File: src/rtl/mp_cmd_sequencer_if.sv
// ---------------------------------------------------------------------------
// mp_cmd_sequencer_if: command, calculator and result signals of the sequencer.
// err_count exists only when MP_SEQ_ERRCNT_EN is defined.  Rev 1.0
// ---------------------------------------------------------------------------
`default_nettype none

interface mp_cmd_sequencer_if;
  logic        cmd_valid;
  logic        cmd_ready;
  logic [7:0]  cmd_opcode;
  logic [15:0] cmd_a;
  logic [15:0] cmd_b;
  logic [15:0] cmd_c;
  logic [15:0] cmd_d;
  logic [15:0] A;
  logic [15:0] B;
  logic [15:0] C;
  logic [15:0] D;
  logic [7:0]  opcode;
  logic        compute;
  logic [15:0] calc_out;
  logic [15:0] calc_im;
  logic        res_valid;
  logic [15:0] res_data;
  logic [15:0] res_im;
  logic [7:0]  res_opcode;
  logic        busy;
  logic        err;
`ifdef MP_SEQ_ERRCNT_EN
  logic [7:0]  err_count;
`endif

  modport slave (
    input  cmd_valid, cmd_opcode, cmd_a, cmd_b, cmd_c, cmd_d, calc_out, calc_im,
    output cmd_ready, A, B, C, D, opcode, compute, res_valid, res_data, res_im,
           res_opcode, busy, err
`ifdef MP_SEQ_ERRCNT_EN
    , output err_count
`endif
  );

  modport master (
    output cmd_valid, cmd_opcode, cmd_a, cmd_b, cmd_c, cmd_d, calc_out, calc_im,
    input  cmd_ready, A, B, C, D, opcode, compute, res_valid, res_data, res_im,
           res_opcode, busy, err
`ifdef MP_SEQ_ERRCNT_EN
    , input err_count
`endif
  );
endinterface

`default_nettype wire

File: src/rtl/mp_cmd_sequencer.sv
// ---------------------------------------------------------------------------
// mp_cmd_sequencer: command FIFO feeding MP_calculator, compute pulse, timed capture.
// Optional MP_SEQ_ERRCNT_EN adds a saturating err_count output.  Rev 1.0
// ---------------------------------------------------------------------------
`default_nettype none

module mp_cmd_sequencer #(
  parameter int DEPTH      = 4,
  parameter int SHORT_WAIT = 8,
  parameter int LONG_WAIT  = 96,
  parameter int MAX_OP     = 9
) (
  input  logic              clk,
  input  logic              reset,
  mp_cmd_sequencer_if.slave sif
);

  localparam int C_AW   = $clog2(DEPTH);
  localparam int C_WMAX = (LONG_WAIT > SHORT_WAIT) ? LONG_WAIT : SHORT_WAIT;
  localparam int C_CW   = $clog2(C_WMAX) + 1;
  localparam logic [C_AW:0]   C_FULL       = (C_AW + 1)'(DEPTH);
  localparam logic [C_CW-1:0] C_SHORT_LOAD = C_CW'(SHORT_WAIT - 1);
  localparam logic [C_CW-1:0] C_LONG_LOAD  = C_CW'(LONG_WAIT - 1);
  localparam logic [7:0]      C_MAX_OP     = 8'(MAX_OP);
  localparam logic [7:0]      C_LONG_OP    = 8'd7;

  typedef enum logic [1:0] {
    S_IDLE    = 2'd0,
    S_CHECK   = 2'd1,
    S_WAIT    = 2'd2,
    S_CAPTURE = 2'd3
  } state_t;

  state_t            state_q, state_d;
  logic [C_AW-1:0]   wr_ptr_q, wr_ptr_d;
  logic [C_AW-1:0]   rd_ptr_q, rd_ptr_d;
  logic [C_AW:0]     count_q, count_d;
  logic              cmd_ready_q, cmd_ready_d;
  logic [15:0]       a_q, a_d, b_q, b_d, c_q, c_d, d_q, d_d;
  logic [7:0]        opcode_q, opcode_d;
  logic [C_CW-1:0]   wait_q, wait_d;
  logic [15:0]       res_data_q, res_data_d;
  logic [15:0]       res_im_q, res_im_d;
  logic [7:0]        res_opcode_q, res_opcode_d;
  logic              res_valid_q, res_valid_d;
  logic [71:0]       mem_q [DEPTH];
  logic [71:0]       w_head;
  logic              w_push;
  logic              w_pop;
  logic              w_compute;
  logic              w_err;

  // Storage needs no reset: an entry is only read after it has been written.
  always_ff @(posedge clk) begin
    if (w_push) begin
      mem_q[wr_ptr_q] <= {sif.cmd_opcode, sif.cmd_a, sif.cmd_b, sif.cmd_c, sif.cmd_d};
    end
  end

  always_comb begin
    w_push       = sif.cmd_valid && cmd_ready_q;
    w_pop        = (state_q == S_IDLE) && (count_q != '0);
    w_head       = mem_q[rd_ptr_q];
    w_compute    = 1'b0;
    w_err        = 1'b0;
    state_d      = state_q;
    a_d          = a_q;
    b_d          = b_q;
    c_d          = c_q;
    d_d          = d_q;
    opcode_d     = opcode_q;
    wait_d       = wait_q;
    res_data_d   = res_data_q;
    res_im_d     = res_im_q;
    res_opcode_d = res_opcode_q;
    res_valid_d  = 1'b0;

    wr_ptr_d = w_push ? wr_ptr_q + 1'b1 : wr_ptr_q;
    rd_ptr_d = w_pop  ? rd_ptr_q + 1'b1 : rd_ptr_q;
    case ({w_push, w_pop})
      2'b10:   count_d = count_q + 1'b1;
      2'b01:   count_d = count_q - 1'b1;
      default: count_d = count_q;
    endcase
    // Registered from the next count, so a pop while full frees a slot one cycle later.
    cmd_ready_d = (count_d != C_FULL);

    case (state_q)
      S_IDLE: begin
        if (w_pop) begin
          {opcode_d, a_d, b_d, c_d, d_d} = w_head;
          state_d = S_CHECK;
        end
      end
      S_CHECK: begin
        if (opcode_q > C_MAX_OP) begin
          w_err   = 1'b1;
          state_d = S_IDLE;
        end else begin
          w_compute = 1'b1;
          wait_d    = (opcode_q == C_LONG_OP) ? C_LONG_LOAD : C_SHORT_LOAD;
          state_d   = S_WAIT;
        end
      end
      S_WAIT: begin
        // Capture on the last wait cycle so res_valid is high during CAPTURE.
        if (wait_q == '0) begin
          res_data_d   = sif.calc_out;
          res_im_d     = sif.calc_im;
          res_opcode_d = opcode_q;
          res_valid_d  = 1'b1;
          state_d      = S_CAPTURE;
        end else begin
          wait_d = wait_q - 1'b1;
        end
      end
      default: begin
        state_d = S_IDLE;
      end
    endcase
  end

  always_ff @(posedge clk or posedge reset) begin
    if (reset) begin
      state_q      <= S_IDLE;
      wr_ptr_q     <= '0;
      rd_ptr_q     <= '0;
      count_q      <= '0;
      cmd_ready_q  <= 1'b1;
      a_q          <= '0;
      b_q          <= '0;
      c_q          <= '0;
      d_q          <= '0;
      opcode_q     <= '0;
      wait_q       <= '0;
      res_data_q   <= '0;
      res_im_q     <= '0;
      res_opcode_q <= '0;
      res_valid_q  <= 1'b0;
    end else begin
      state_q      <= state_d;
      wr_ptr_q     <= wr_ptr_d;
      rd_ptr_q     <= rd_ptr_d;
      count_q      <= count_d;
      cmd_ready_q  <= cmd_ready_d;
      a_q          <= a_d;
      b_q          <= b_d;
      c_q          <= c_d;
      d_q          <= d_d;
      opcode_q     <= opcode_d;
      wait_q       <= wait_d;
      res_data_q   <= res_data_d;
      res_im_q     <= res_im_d;
      res_opcode_q <= res_opcode_d;
      res_valid_q  <= res_valid_d;
    end
  end

`ifdef MP_SEQ_ERRCNT_EN
  logic [7:0] err_count_q, err_count_d;

  always_comb begin
    err_count_d = err_count_q;
    if (w_err && (err_count_q != 8'hFF)) begin
      err_count_d = err_count_q + 8'd1;
    end
  end

  always_ff @(posedge clk or posedge reset) begin
    if (reset) begin
      err_count_q <= '0;
    end else begin
      err_count_q <= err_count_d;
    end
  end

  assign sif.err_count = err_count_q;
`endif

  assign sif.cmd_ready  = cmd_ready_q;
  assign sif.A          = a_q;
  assign sif.B          = b_q;
  assign sif.C          = c_q;
  assign sif.D          = d_q;
  assign sif.opcode     = opcode_q;
  assign sif.compute    = w_compute;
  assign sif.err        = w_err;
  assign sif.res_valid  = res_valid_q;
  assign sif.res_data   = res_data_q;
  assign sif.res_im     = res_im_q;
  assign sif.res_opcode = res_opcode_q;
  assign sif.busy       = (state_q != S_IDLE) || (count_q != '0);

endmodule

`default_nettype wire

File: src/flat_wrapper.sv
// flat-port wrapper written by rule: the top's interface ports become plain ports
module mp_cmd_sequencer_flat 
#(
  parameter int DEPTH      = 4,
  parameter int SHORT_WAIT = 8,
  parameter int LONG_WAIT  = 96,
  parameter int MAX_OP     = 9
)
  (clk, reset, sif_cmd_valid, sif_cmd_opcode, sif_cmd_a, sif_cmd_b, sif_cmd_c, sif_cmd_d, sif_calc_out, sif_calc_im, sif_cmd_ready, sif_A, sif_B, sif_C, sif_D, sif_opcode, sif_compute, sif_res_valid, sif_res_data, sif_res_im, sif_res_opcode, sif_busy, sif_err);
  mp_cmd_sequencer_if sif_i ();
  input  logic clk;
  input  logic reset;
  input wire logic [$bits(sif_i.cmd_valid)-1:0] sif_cmd_valid;
  input wire logic [$bits(sif_i.cmd_opcode)-1:0] sif_cmd_opcode;
  input wire logic [$bits(sif_i.cmd_a)-1:0] sif_cmd_a;
  input wire logic [$bits(sif_i.cmd_b)-1:0] sif_cmd_b;
  input wire logic [$bits(sif_i.cmd_c)-1:0] sif_cmd_c;
  input wire logic [$bits(sif_i.cmd_d)-1:0] sif_cmd_d;
  input wire logic [$bits(sif_i.calc_out)-1:0] sif_calc_out;
  input wire logic [$bits(sif_i.calc_im)-1:0] sif_calc_im;
  output wire logic [$bits(sif_i.cmd_ready)-1:0] sif_cmd_ready;
  output wire logic [$bits(sif_i.A)-1:0] sif_A;
  output wire logic [$bits(sif_i.B)-1:0] sif_B;
  output wire logic [$bits(sif_i.C)-1:0] sif_C;
  output wire logic [$bits(sif_i.D)-1:0] sif_D;
  output wire logic [$bits(sif_i.opcode)-1:0] sif_opcode;
  output wire logic [$bits(sif_i.compute)-1:0] sif_compute;
  output wire logic [$bits(sif_i.res_valid)-1:0] sif_res_valid;
  output wire logic [$bits(sif_i.res_data)-1:0] sif_res_data;
  output wire logic [$bits(sif_i.res_im)-1:0] sif_res_im;
  output wire logic [$bits(sif_i.res_opcode)-1:0] sif_res_opcode;
  output wire logic [$bits(sif_i.busy)-1:0] sif_busy;
  output wire logic [$bits(sif_i.err)-1:0] sif_err;
  assign sif_i.cmd_valid = sif_cmd_valid;
  assign sif_i.cmd_opcode = sif_cmd_opcode;
  assign sif_i.cmd_a = sif_cmd_a;
  assign sif_i.cmd_b = sif_cmd_b;
  assign sif_i.cmd_c = sif_cmd_c;
  assign sif_i.cmd_d = sif_cmd_d;
  assign sif_i.calc_out = sif_calc_out;
  assign sif_i.calc_im = sif_calc_im;
  assign sif_cmd_ready = sif_i.cmd_ready;
  assign sif_A = sif_i.A;
  assign sif_B = sif_i.B;
  assign sif_C = sif_i.C;
  assign sif_D = sif_i.D;
  assign sif_opcode = sif_i.opcode;
  assign sif_compute = sif_i.compute;
  assign sif_res_valid = sif_i.res_valid;
  assign sif_res_data = sif_i.res_data;
  assign sif_res_im = sif_i.res_im;
  assign sif_res_opcode = sif_i.res_opcode;
  assign sif_busy = sif_i.busy;
  assign sif_err = sif_i.err;
  mp_cmd_sequencer #(.DEPTH(DEPTH), .SHORT_WAIT(SHORT_WAIT), .LONG_WAIT(LONG_WAIT), .MAX_OP(MAX_OP)) u_core (.clk(clk), .reset(reset), .sif(sif_i));
endmodule
File: config.mk
export PLATFORM = sky130hd
export DESIGN_NAME = mp_cmd_sequencer_flat
export DESIGN_NICKNAME = d
export VERILOG_FILES = /design/src/rtl/mp_cmd_sequencer_if.sv /design/src/rtl/mp_cmd_sequencer.sv /design/src/flat_wrapper.sv
export SDC_FILE = /design/constraint.sdc
export NUM_CORES = 1
export LEC_CHECK = 0
export CORE_MARGIN = 2
export CORE_UTILIZATION = 54
export CTS_CLUSTER_SIZE = 28
export DETAILED_ROUTE_END_ITERATION = 12
export HOLD_SLACK_MARGIN = 0.12
export PLACE_DENSITY = 0.79
export SETUP_SLACK_MARGIN = 0.4
export SLEW_MARGIN = 40
export SYNTH_ARGS = -nofsm -noshare
export SYNTH_HDL_FRONTEND = slang
export SYNTH_SLANG_ARGS = --single-unit
File: constraint.sdc
create_clock -name clk -period 5.8 [get_ports clk]
set_clock_uncertainty 0.2 [all_clocks]
set_input_delay 1.16 -clock clk [delete_from_list [all_inputs] [get_ports clk]]
set_output_delay 1.16 -clock clk [all_outputs]
set_load 0.03 [all_outputs]
* Yosys cells after proc, flatten, opt, wreduce, memory -nomap -nowiden
Memory sizes are Yosys's and may differ from the RTL's. A register that Yosys moved wholly into a read port is not among the register bits. Index checks and enable logic that the tools add are counted. W data, S select, Z words.
Word-level totals: bits in registers 59, RAM bits 288, output and inout bits 117, logic and storage cells 56, memories kept 1
Memories:
- u_core.mem_q | words 4, bits a word 72, read ports 1, clocked after memory_dff 1, write ports 1, line mp_cmd_sequencer.sv:46 | logic [71:0] mem_q [DEPTH];
Operators by class: add/sub/neg operators 5, order comparisons 1, equal/unequal tests 10, muxes and demuxes 17, reductions and logical operators 12
Operator list (count):
- $mux W8 | 2
- $pmux W8 S2 | 1
- $eq A8 B3 Y1 const B | 1
- $gt A8 B4 Y1 const B | 1
- $logic_not A8 Y1 | 1
- $mux W1 | 8
- $sub A8 B1 Y8 const B | 1
- $mux W7 | 1
- $mux W2 | 3
- $pmux W2 S3 | 1
- $pmux W3 S2 | 1
- $reduce_and A2 Y1 | 3
- $add A2 B1 Y2 const B | 2
- $eq A2 B1 Y1 const B | 2
- $eq A2 B2 Y1 const B | 2
- $ne A2 B1 Y1 const B | 2
- $ne A2 B2 Y1 const B | 2
- $reduce_bool A2 Y1 | 2
- $add A3 B1 Y3 const B | 1
- $ne A3 B3 Y1 const B | 1
- $reduce_and A3 Y1 | 1
- $reduce_bool A3 Y1 | 1
- $sub A3 B1 Y3 const B | 1
- $logic_and A1 B1 Y1 | 2
- other kinds (2) | 2

* Depth between registers and ports, before layout
depth after elaboration 5, depth in mapped cells 12

* Least setup slack after synthesis
OpenSTA, ideal clock, no wires.
kind input to register, start input sif_cmd_valid, end memory u_core.mem_q[2][0], enable pin, data arrival time 2.899 ns, setup slack 2.263 ns, stages on the path 1, path buffers 0, cells stage by stage and3_1
Between the ends: word-level cells in the longest chain between the ends 3
RTL lines:
- start, declared | line flat_wrapper.sv:13 | input wire logic [$bits(sif_i.cmd_valid)-1:0] sif_cmd_valid;
- $logic_and A1 B1 Y1 | line mp_cmd_sequencer.sv:61 | w_push = sif.cmd_valid && cmd_ready_q;
- $mux W1 | line mp_cmd_sequencer.sv:55 | if (w_push) begin
- $mux W1 (implied by the code) | line mp_cmd_sequencer.sv:56 | mem_q[wr_ptr_q] <= {sif.cmd_opcode, sif.cmd_a, sif.cmd_b, sif.cmd_c, sif.cmd_d};
- end, declared | line mp_cmd_sequencer.sv:46
Every way passes these cells.

* Worst setup path after layout
start register u_core.opcode_q[7], in the netlist u_core.sif.opcode[7], end output sif_compute
Between the ends: word-level cells in the longest chain between the ends 3
RTL lines:
- start, declared | line mp_cmd_sequencer.sv:40 | logic [7:0] opcode_q, opcode_d;
- start signal, assigned | line mp_cmd_sequencer.sv:150 | opcode_q <= opcode_d;
- $gt A8 B4 Y1 | line mp_cmd_sequencer.sv:96 | if (opcode_q > C_MAX_OP) begin
- $mux W1 | line mp_cmd_sequencer.sv:96
- $mux W1 | line mp_cmd_sequencer.sv:88 | case (state_q)
- end, declared | line flat_wrapper.sv:27 | output wire logic [$bits(sif_i.compute)-1:0] sif_compute;
Every way passes these cells.

==> impl_metrics.yaml <==
status:
  outcome: "complete, no violations"
critical_path:
  slowest_stage: "clkdlybuf4s50_1"
  rr_worst_depth: 10
  path_delay_family: "simple AND/OR/NAND/NOR gates"
  setup.worst_path.start_class: "flip-flop"
  endpoint: "sif_compute"
  startpoint: "u_core.sif.opcode[7]$_DFFE_PP0P_"
  critPathMaxStageDelay_ps: 680
  r2r_slack_ps: 3170
  end_kind: "output port"
  crit_buf_inv: 1
  required_ps: 4440
  worst-path-stages: 3
  r2r_end: "u_core.sif.cmd_ready$_DFF_PP1_"
  crit_type: "flip-flop to output port"
  crit_arrival_ps: 2480
  path_max_fanout: 4
  cp_cell_sequence: "nor4_1 -> and3_1 -> clkdlybuf4s50_1"
  timing.rr.start: "u_core.state_q[1]$_DFFE_PP0P_"
final_layout:
  area_growth_syn_to_layout_pct: 26.06
  drive_gt1_share_pct: 21.49
  final_cell_area_um2: 19720
  diodes: 0
  fillCellCount: 1797
  final_common_cell: "edfxtp_1"
  fin_nets: 1183
  layout_common_cells: "edfxtp_1, clkdlybuf4s50_1, dfrtp_1, nand2_1, mux2_2"
  final_cells: 1482
sta:
  relSlewSlack_pct: 45.52
  holdWs_ps: 273.8
  hold_viol_final: 0
  min_period_ps: 3839
  setup_viol: 0
  drv_slew: 0
  fin_crit_sh_pct: 66.18
  tightest_slew_ps: 817.2
  tns_ps: 0
  rsz0062_at_grt: "false"
  fmax_mhz: 260.5
clocking:
  clockBufferDepth: 3
  tritoncts: "yes"
  cts_made_buffers: 42
  root_buffer: "clkbuf_16"
  clk_latency_ps: 520
  cts_sinks: 419
  post_cts_buffers: 0
  cts.htree.levels: 2
  hold_buffers: 0
  cts_resized: 0
  clkTransAtPathRegs_ps: 60
detailed_routing:
  drt-met1-wl_mm: 13.18
  drtIter0Drc: 571
  drcViolationCount: 0
  drt_pre_antenna_iters: 5
  wl_met3_mm: 2.203
  vias: 8171
  routed_via_density: 5.513
  highest_layer: "met4"
  routedWlPerCell_um: 20.89
  route.met2.wl_mm: 15.08
  wl_mm: 30.96
  drtAntennaViolNets: 0
global_routing:
  antenna_found_initial: 0
  grt_pass1_vias: 8594
  gr-total-overflow: 0
  grt_first_pass_wirelength_mm: 48.49
  grt_max_degree: 92
  gr-usage-all-layers_pct: 20.85
placement:
  place_congestion: 0.7789
  postPlaceCellArea_um2: 18390
  portBuffers: 223
  place_hpwl_mm: 18.93
  place_inst: 1404
logic_synthesis:
  synth_fp_nets: 935
  syn_inst: 817
  ys_warn_count: 0
  synth_cell_types: 47
  syn_area_um2: 15650
  async_flop_share_pct: 31.26
  yosys.area.top_type_share_pct: 55.28
  ys.flop_type: "edfxtp_1"
  synth_edf_count: 288
  seq_area_frac_synth_pct: 76.24
  synth_area_leaders: "edfxtp_1, dfrtp_1, mux4_2, mux2_2, nand2_1"
  synth_top_cell_by_area: "edfxtp_1"
  synth_area_per_cell_um2: 19.15
  ys_seq_elements: 419
die:
  dieHeight_um: 174.2
  die_area_um2: 30350
  start_util_pct: 54.66
  rows: 62
  coreArea_um2: 28630
  die_w_um: 174.2
  ios: 224
power:
  power_frac_comb_pct: 34.1
  p_per_area_nw_per_um2: 532.3
  p_int_mw: 7.207
  power.leakage_nw: 7.123
  p_sw_share_pct: 31.34
  clkPwrFrac_pct: 24.4
  power_frac_seq_pct: 41.6
  max-vdd-ir-drop_mv: 0.3573
  p_sw_mw: 3.290
worst_hold_path:
  hp-class: "flip-flop to flip-flop"
  min-delay-start: "u_core.sif.res_data[14]$_DFFE_PP0P_"
flow_run:
  drv_cap: 0
[cell type report]
class | instances | area, um^2 | share of cell area [%]
Clock inverter | 21 | 157.7 | 0.7994
Timing Repair Buffer | 238 | 2402 | 12.18
Sequential cell | 419 | 11940 | 60.52
Inverter | 17 | 72.57 | 0.3680
Tap cell | 384 | 480.5 | 2.436
Multi-Input combinational cell | 347 | 3518 | 17.84
Clock buffer | 56 | 1155 | 5.856
[routing by layer]
metal	vias up	GRT usage (%)
li1	3624	-
met1	4187	29.20
met2	322	34.16
met3	38	4.615
met4	0	4.587
met5	-	0
[registers in the layout, summed over array words and instances (netlist names), 2 cells and up]
signal / flops
u_core.count_q: 3
u_core.mem_q: 288
u_core.rd_ptr_q: 2
u_core.sif.A: 16
u_core.sif.B: 16
u_core.sif.C: 16
u_core.sif.D: 16
u_core.sif.opcode: 8
u_core.sif.res_data: 16
u_core.sif.res_im: 16
u_core.sif.res_opcode: 8
u_core.state_q: 2
u_core.wait_q: 8
u_core.wr_ptr_q: 2
[worst min-delay path: stages, from the launching register on]
cell     delay [ps]
dfrtp_1         340
nand2_1          50
nand2_1          60
[synthesized netlist by cell type (all sizes together) (2+ instances only)]
| master | number |
|---|---|
| edfxtp | 288 |
| mux4 | 72 |
| or4 | 2 |
| xnor2 | 3 |
| nor4 | 3 |
| a31oi | 4 |
| nor3 | 2 |
| o211ai | 2 |
| and3 | 7 |
| nor2 | 6 |
| nand2 | 125 |
| o21ai | 9 |
| buf | 16 |
| ha | 10 |
| clkbuf | 18 |
| xor2 | 3 |
| o22ai | 2 |
| dfrtp | 130 |
| nor2b | 2 |
| mux2 | 73 |
| a21oi | 4 |
| inv | 16 |
[metrics by stage]
| stage | util, % | power [mW] | worst slack [ps] |
|---|---|---|---|
| 6_report | 68.90 | 10.50 | 1961 |
| 5_1_grt | 68.90 | 10.98 | 1789 |
| 4_1_cts | 68.83 | 10.60 | 1913 |
| 3_5_place_dp | 64.24 | 8.000 | 2246 |
| 3_3_place_gp | 63.94 | 7.862 | 2281 |
| 2_1_floorplan | - | 6.717 | 944.0 |
[power by group through the flow]
stage	clock network, mW	registers [mW]	logic (mW)
2_1_floorplan	0	4.85	1.87
3_3_place_gp	0	4.47	3.39
3_5_place_dp	0	4.41	3.60
4_1_cts	2.61	4.37	3.62
5_1_grt	2.73	4.44	3.82
6_report	2.56	4.36	3.58
[how the worst min path moves through the flow]
stage                                                to  slack [ps]  cells after the start
finish              u_core.sif.res_data[14]$_DFFE_PP0P_         270                      2
global route           u_core.sif.res_im[3]$_DFFE_PP0P_         290                      2
CTS                    u_core.sif.res_im[8]$_DFFE_PP0P_         280                      2
detailed placement     u_core.sif.res_im[8]$_DFFE_PP0P_         260                      2
global placement      u_core.sif.res_im[11]$_DFFE_PP0P_         260                      2
floorplan                   u_core.count_q[2]$_DFF_PP0_         260                      1
[kinds of logic (layout without fill, tap and decap cells)]
logic type,after synthesis,after routing,share of synthesized area (%)
adder cells (fa/ha/maj),11,11,0.9277
buffers and inverters,51,332,1.447
flip-flops,419,419,76.24
AO/OA/AOI/OAI,30,30,1.232
AND/OR/NAND/NOR,154,154,4.135
XOR/XNOR,6,6,0.3360
multiplexers,146,146,15.68
Note: power is estimated with default switching activity, not from simulation.
